### src/rtl/uart_rx.sv
// UART receiver: 16x oversampled, 8 data bits LSB first, optional parity, one stop bit.
// Each received byte is presented on dataout with a one-clock rdsig pulse and error flags.
module uart_rx #(
  parameter bit PARITY_EN  = 1'b0,
  parameter bit PARITYMODE = 1'b0
) (
  input  logic       clk,
  input  logic       rst_n,
  input  logic       rx,
  output logic [7:0] dataout,
  output logic       rdsig,
  output logic       dataerror,
  output logic       frameerror,
  output logic       idle
);

  typedef enum logic [2:0] {
    IDLE,
    START,
    DATA,
    PARITY,
    STOP,
    WAITHI
  } state_t;

  state_t     state;
  logic       rx_m;
  logic       rx_s;
  logic       rx_d;
  logic [3:0] cnt;
  logic [2:0] bitn;
  logic [7:0] shreg;
  logic       pbit;
  logic       start_edge;
  logic       parity_bad;

  assign start_edge = rx_d & ~rx_s;
  assign parity_bad = PARITY_EN & (pbit != (^shreg ^ PARITYMODE));

  // Synchronisers reset to the idle-high level so leaving reset never looks like a start edge.
  always_ff @(posedge clk) begin
    if (!rst_n) begin
      rx_m <= 1'b1;
      rx_s <= 1'b1;
      rx_d <= 1'b1;
    end else begin
      rx_m <= rx;
      rx_s <= rx_m;
      rx_d <= rx_s;
    end
  end

  always_ff @(posedge clk) begin
    if (!rst_n) begin
      state      <= IDLE;
      cnt        <= 4'd0;
      bitn       <= 3'd0;
      shreg      <= 8'd0;
      pbit       <= 1'b0;
      dataout    <= 8'd0;
      rdsig      <= 1'b0;
      dataerror  <= 1'b0;
      frameerror <= 1'b0;
      idle       <= 1'b0;
    end else begin
      rdsig <= 1'b0;
      case (state)
        IDLE: begin
          idle <= 1'b0;
          if (start_edge) begin
            state <= START;
            cnt   <= 4'd0;
            idle  <= 1'b1;
          end
        end
        // Start bit is re-checked at its middle to reject short glitches.
        START: begin
          if (cnt == 4'd7) begin
            cnt <= 4'd0;
            if (rx_s) begin
              state <= IDLE;
              idle  <= 1'b0;
            end else begin
              state <= DATA;
              bitn  <= 3'd0;
            end
          end else begin
            cnt <= cnt + 4'd1;
          end
        end
        DATA: begin
          if (cnt == 4'd15) begin
            cnt         <= 4'd0;
            shreg[bitn] <= rx_s;
            if (bitn == 3'd7) begin
              state <= PARITY_EN ? PARITY : STOP;
            end else begin
              bitn <= bitn + 3'd1;
            end
          end else begin
            cnt <= cnt + 4'd1;
          end
        end
        PARITY: begin
          if (cnt == 4'd15) begin
            cnt   <= 4'd0;
            pbit  <= rx_s;
            state <= STOP;
          end else begin
            cnt <= cnt + 4'd1;
          end
        end
        // A low stop bit (break) keeps the receiver busy until the line returns high.
        STOP: begin
          if (cnt == 4'd15) begin
            cnt        <= 4'd0;
            dataout    <= shreg;
            rdsig      <= 1'b1;
            frameerror <= ~rx_s;
            dataerror  <= parity_bad;
            if (rx_s) begin
              state <= IDLE;
              idle  <= 1'b0;
            end else begin
              state <= WAITHI;
            end
          end else begin
            cnt <= cnt + 4'd1;
          end
        end
        WAITHI: begin
          if (rx_s) begin
            state <= IDLE;
            idle  <= 1'b0;
          end
        end
        default: begin
          state <= IDLE;
          idle  <= 1'b0;
        end
      endcase
    end
  end

endmodule

### config.mk
export PLATFORM = sky130hd
export DESIGN_NAME = uart_rx
export DESIGN_NICKNAME = d
export VERILOG_FILES = /design/src/rtl/uart_rx.sv
export SDC_FILE = /design/constraint.sdc
export NUM_CORES = 1
export LEC_CHECK = 0
export CAP_MARGIN = 40
export CORE_UTILIZATION = 57
export DETAILED_ROUTE_END_ITERATION = 7
export HOLD_SLACK_MARGIN = 0.15
export PLACE_DENSITY = 0.89
export SKIP_LAST_GASP = 1
export SLEW_MARGIN = 0
export SYNTH_ARGS = -nofsm -noshare
export SYNTH_HDL_FRONTEND = slang
export SYNTH_SLANG_ARGS = --single-unit
### constraint.sdc
create_clock -name clk -period 3.9 [get_ports clk]
set_input_delay 0.78 -clock clk [delete_from_list [all_inputs] [get_ports clk]]
set_output_delay 0.78 -clock clk [all_outputs]
set_load 0.005 [all_outputs]
==> run summary, run 1 <==
IO Count: 15
Max transition margin: 53.8%
Initial DRT Pass Iterations: 4
WL final: 3050 microns
Hold Crit Class: register to register
# setup viols final: 0
CTS tree: done
commonest non-fill, non-tap cell in the layout: dfxtp_1
Port Buffers: 13
mapped cell area: 1560 sq um
period utilization: 56.2%
Root Buffer: clkbuf_4
Pwr Total: 0.665 mW
cts repair resizes: 0
clock latency on the worst-skew pair: 0.33 ns
Post-Syn Nets: 173
crit path kind: register to register
YS warnings: 0
DPL Wire Length: 2100 microns
fmax: 456 MHz
Cell Pwr Density: 387 nW/um^2
Final Slew Violations: 0
status: finished clean
Max VDD drop: 0.396 mV
initial antenna violation count: 0
Tmin final: 2.19 ns
post-route cell area: 1720 sq um
area grow syn2layout: 10.4%
Syn Inst Count: 167
Clock Pin Slew Worst Setup and Hold Paths: 0.10 ns
drt via density: 6.09
die area: 2940 sq um
clk_skew: 0.0101 ns
crit path DAT: 2.39 ns
Vias: 1,249
gpl congestion: 0.834
most frequent cells in the layout: dfxtp_1, nor2_1, mux2i_1, clkdlybuf4s50_1, nand2_1
DRC viols: 0
WHS Path Cells: 1
Reg2Reg Setup Slack: 1.71 ns
grt total ovfl: 0
first-pass GRT wire length: 4970 microns
CP Max Fanout: 11
Routed wire per std cell: 14.9 microns
RR Startpoint: cnt[0]$_SDFFE_PN0P_
Cell Area, Placed: 1650 sq um
Starting DRT DRC Count: 32
Slew @ Worst Pin: 0.692 ns
setup repair after global routing missed its margin: false
largest net degree at the start of global routing: 24
final hold viol count: 0
Setup Fix Bufs, Post-CTS: 0
number of diodes: 0
Fin Setup TNS: 0 ns
Final Util: 68.1%
FF-to-FF path depth: 5
Critical Path Sink Type: register
worst reg2reg path endpoint: dataout[3]$_SDFFE_PN0P_
row cnt: 18
# clock sinks: 32
H-tree Lvls: 2
Cell variety after synth: 47
Die Y-Extent: 54.2 microns
antenna viol nets, final: 0
CTS max path bufs: 2
Final #Nets: 180
Fin Hold WS: 0.434 ns
TritonCTS Buffers: 5
syn_area_per_cell: 9.31 sq um
initial core utilization: 61.7%
hold_sp: rx_m$_SDFF_PN1_
Seq/Total Area, Yosys: 41.2%
Hold Buf Count CTS: 0
max_cap viols: 0
Synth Register Bits: 32
Worst setup SP type: register
die width: 54.2 microns
core area: 2520 sq um
Data required, critical path: 4.10 ns
gr usage total: 24.0%
share of layout cells above drive strength 1: 9.71%
vias in the first global route: 1,081
LEAKAGE: 0.752 nW
worst hold endpoint: rx_s$_SDFF_PN1_
## sequential cells by signal (all words and copies together), names as in the netlist, 3 cells and up
signal	count
state	3
cnt	4
dataout	8
bitn	3
shreg	8
## routing by layer
layer / up-vias / track usage [%] / wire length (microns)
met5: - / 0 / 0
li1: 615 / - / -
met3: 8 / 7.22 / 174
met4: 0 / 14.5 / 74
met2: 36 / 35.2 / 1430
met1: 590 / 30.8 / 1360
## cell families after synthesis
family | after synthesis | share of synthesized area, %
buf+inv | 16 | 5.15
simple gates | 70 | 25.4
other cells | 1 | 0.241
mux | 20 | 13.0
fa+ha+maj | 3 | 2.41
flops | 32 | 41.2
compound gates | 25 | 12.6
## power breakdown
part | internal (mW) | leakage (nW) | switching, mW
combinational | 0.0526 | 0.462 | 0.0528
clock | 0.0882 | 0.0315 | 0.112
sequential | 0.337 | 0.259 | 0.0217
## final cells by class
cell class              instances  area [sq um]
clock inverters                 1          7.51
well taps                      30          37.5
clock buffers                   7          55.1
flip-flops and latches         32           641
multi-input cells             119           835
fillers                       207           806
repair buffers                 13           130
inverters                       3          11.3
## worst max path at each step
stage | from | endpoint | slack (ns) | cells past startpoint
CTS | cnt[0]$_SDFFE_PN0P_ | dataout[3]$_SDFFE_PN0P_ | 1.72 | 5
finish | cnt[0]$_SDFFE_PN0P_ | dataout[3]$_SDFFE_PN0P_ | 1.71 | 5
global placement | rst_n | bitn[0]$_SDFFE_PN0P_ | 1.46 | 4
floorplan | bitn[1]$_SDFFE_PN0P_ | state[2]$_SDFFE_PN0P_ | 2.25 | 5
global route | cnt[0]$_SDFFE_PN0P_ | dataout[6]$_SDFFE_PN0P_ | 1.52 | 5
detailed placement | rst_n | bitn[0]$_SDFFE_PN0P_ | 1.39 | 4
## Yosys cell counts, drive strengths merged
library cell | count | area, sq um
dfxtp | 32 | 641
nor2 | 24 | 90.1
mux2i | 19 | 190
buf | 8 | 50.0
nand2 | 8 | 30.0
nand3 | 6 | 30.0
nand4 | 6 | 37.5
clkbuf | 5 | 18.8
nand4b | 5 | 43.8
a211oi | 4 | 35.0
nor2b | 4 | 25.0
o21ai | 4 | 23.8
a21oi | 3 | 15.0
and2 | 3 | 18.8
ha | 3 | 37.5
inv | 3 | 11.3
nand2b | 3 | 18.8
a22o | 2 | 17.5
a31oi | 2 | 12.5
nor3b | 2 | 20.0
a2111oi | 1 | 8.76
a221oi | 1 | 15.0
a22oi | 1 | 7.51
a2bb2oi | 1 | 8.76
a32o | 1 | 10.0
and2b | 1 | 7.51
and3 | 1 | 6.26
and4 | 1 | 11.3
and4bb | 1 | 12.5
conb | 1 | 3.75
mux2 | 1 | 11.3
nand3b | 1 | 7.51
nor3 | 1 | 10.0
nor4b | 1 | 8.76
o22ai | 1 | 6.26
o2bb2ai | 1 | 8.76
o31a | 1 | 8.76
o32a | 1 | 10.0
o32ai | 1 | 8.76
or2 | 1 | 6.26
or3 | 1 | 11.3
## through the flow
| stage | std cells | worst slack [ns] |
|---|---|---|
| final | 205 | 1.71 |
| after global routing | 205 | 1.52 |
| after CTS | 205 | 1.72 |
| after detailed placement | 197 | 1.39 |
| after global placement | 197 | 1.46 |
| after floorplan | 167 | 2.25 |
## worst max-delay path, cell delays in order, from the launching register on
cell	delay, ns
dfxtp_1	0.40
ha_1	0.33
and3_1	0.44
nand3_1	0.53
mux2i_1	0.31
nor2_1	0.07
(Power assumes the default switching activity.)
==> run 2: changes to the inputs <==
Settings changed: CORE_UTILIZATION 57 to 55, PLACE_DENSITY 0.89 to 0.86.
Clock period 3.9 ns to 2.15 ns, I/O delays scaled along.
==> run summary, run 2 (synthesis results as in run 1) <==
clk_skew: 0.00850 ns (-0.00156 ns)
grt total ovfl: 0 (unchanged)
antenna viol nets, final: 0 (unchanged)
drt via density: 6.05 (-0.74%)
Hold Buf Count CTS: 0 (unchanged)
first-pass GRT wire length: 5110 microns (+2.9%)
Starting DRT DRC Count: 28 (-13%)
H-tree Lvls: 2 (unchanged)
DPL Wire Length: 2260 microns (+7.9%)
Vias: 1,264 (+1.2%)
CTS tree: done
period utilization: 86.4% (+30 points)
Worst setup SP type: register
Critical Path Sink Type: register
WL final: 3220 microns (+5.5%)
Slew @ Worst Pin: 0.604 ns (-0.0882 ns)
LEAKAGE: 0.781 nW (+3.9%)
Fin Hold WS: 0.435 ns (+0.00103 ns)
DRC viols: 0 (unchanged)
Root Buffer: clkbuf_4
Setup Fix Bufs, Post-CTS: 0 (unchanged)
Hold Crit Class: register to register
die width: 55.2 microns (+1.7%)
initial core utilization: 60.6% (-1.1 points)
Max VDD drop: 0.658 mV (+66%)
Tmin final: 1.86 ns (-0.334 ns)
Routed wire per std cell: 15.4 microns (+3.5%)
crit path kind: register to register
area grow syn2layout: 13.2%
Die Y-Extent: 55.2 microns (+1.7%)
number of diodes: 0 (unchanged)
Top Registers: dataout (8), shreg (8), cnt (4)
Initial DRT Pass Iterations: 4 (unchanged)
Port Buffers: 13 (unchanged)
Final Slew Violations: 0 (unchanged)
Max transition margin: 59.7% (+5.9 points)
Final #Nets: 184 (+2.2%)
# setup viols final: 0 (unchanged)
share of layout cells above drive strength 1: 11.7% (+2.0 points)
TritonCTS Buffers: 5 (unchanged)
initial antenna violation count: 0 (unchanged)
most frequent cells in the layout: dfxtp_1, nor2_1, mux2i_1, clkdlybuf4s50_1, nand2_1
Cell Pwr Density: 737 nW/um^2 (+90%)
sequential standard cell area: 641 sq um (unchanged)
met2 WL: 1600 microns (+11%)
FF-to-FF path depth: 5 (unchanged)
Data required, critical path: 2.41 ns (-1.69 ns)
die area: 3040 sq um (+3.5%)
Fin Setup TNS: 0 ns (unchanged)
WHS Path Cells: 1 (unchanged)
fmax: 538 MHz (+18%)
# clock sinks: 32 (unchanged)
IO Count: 15 (unchanged)
Max Used Layer: met4
setup repair after global routing missed its margin: false
status: finished clean
row cnt: 18 (unchanged)
vias in the first global route: 1,161 (+7.4%)
commonest non-fill, non-tap cell in the layout: dfxtp_1
largest net degree at the start of global routing: 22 (-8.3%)
core area: 2570 sq um (+1.8%)
crit path DAT: 2.12 ns (-0.27 ns)
clock latency on the worst-skew pair: 0.33 ns (about the same)
gr usage total: 24.5% (+0.46 points)
CP Max Fanout: 8 (-3)
number of fill cells in the layout: 193 (-6.8%)
CTS max path bufs: 2 (unchanged)
wire length on met1: 1360 microns (-0.29%)
gpl congestion: 0.801 (-4.0%)
metal3 WL: 189 microns (+8.6%)
final hold viol count: 0 (unchanged)
cts repair resizes: 0 (unchanged)
max_cap viols: 0 (unchanged)
Clock Pin Slew Worst Setup and Hold Paths: 0.10 ns (about the same)
multi-input logic area: 835 sq um (unchanged)
run 2: cell count changes in the layout (fill, tap and decap cells not counted), sizes merged:
cell,before,now
clkinvlp,1,0
buf,0,4
clkinv,0,1
clkbuf,7,6
bufinv,0,1
run 2: layout make-up:
class / instances / share of cell area [%]
Multi-Input combinational cell: 119 / 47.4
Clock buffer: 6 / 2.35
Clock inverter: 2 / 1.99
Sequential cell: 32 / 36.4
Tap cell: 30 / 2.13
Timing Repair Buffer: 17 / 9.10
Inverter: 3 / 0.640
run 2: worst paths after layout:
check | startpoint | end | slack (ns)
worst max-delay path | cnt[0]$_SDFFE_PN0P_ | state[0]$_SDFFE_PN0P_ | 0.29
worst min-delay path | rx_m$_SDFF_PN1_ | rx_s$_SDFF_PN1_ | 0.43
worst max register to register | cnt[0]$_SDFFE_PN0P_ | state[0]$_SDFFE_PN0P_ | 0.29
worst min register to register | rx_m$_SDFF_PN1_ | rx_s$_SDFF_PN1_ | 0.43
run 2: per-layer routing:
metal | vias up | GRT usage (%)
met5 | - | 0
met4 | 0 | 12.1
met3 | 12 | 6.83
met2 | 42 | 43.0
met1 | 582 | 26.9
li1 | 628 | -
run 2: power by group:
group	internal, mW	switching, mW	total [mW]	leakage (nW)
Sequential	0.611	0.0395	0.651	0.259
Combinational	0.0963	0.104	0.201	0.481
Clock	0.244	0.202	0.445	0.0422
run 2: critical path, stage by stage (launching register included):
cell      delay [ns]
dfxtp_1         0.40
ha_1            0.33
and4bb_2        0.31
o21ai_2         0.12
a221oi_2        0.41
mux2i_1         0.22
run 2: per-stage QoR:
step / setup slack [ns] / total power, mW / instances / cell area [sq um] / util [%]
global placement: 0.382 / 0.842 / 201 / 1680 / 65.6
floorplan: 0.496 / 0.813 / 167 / 1560 / -
global route: 0.221 / 1.35 / 209 / 1760 / 68.6
CTS: 0.306 / 1.30 / 209 / 1760 / 68.6
finish: 0.292 / 1.30 / 209 / 1760 / 68.6
detailed placement: 0.288 / 0.857 / 201 / 1680 / 65.6
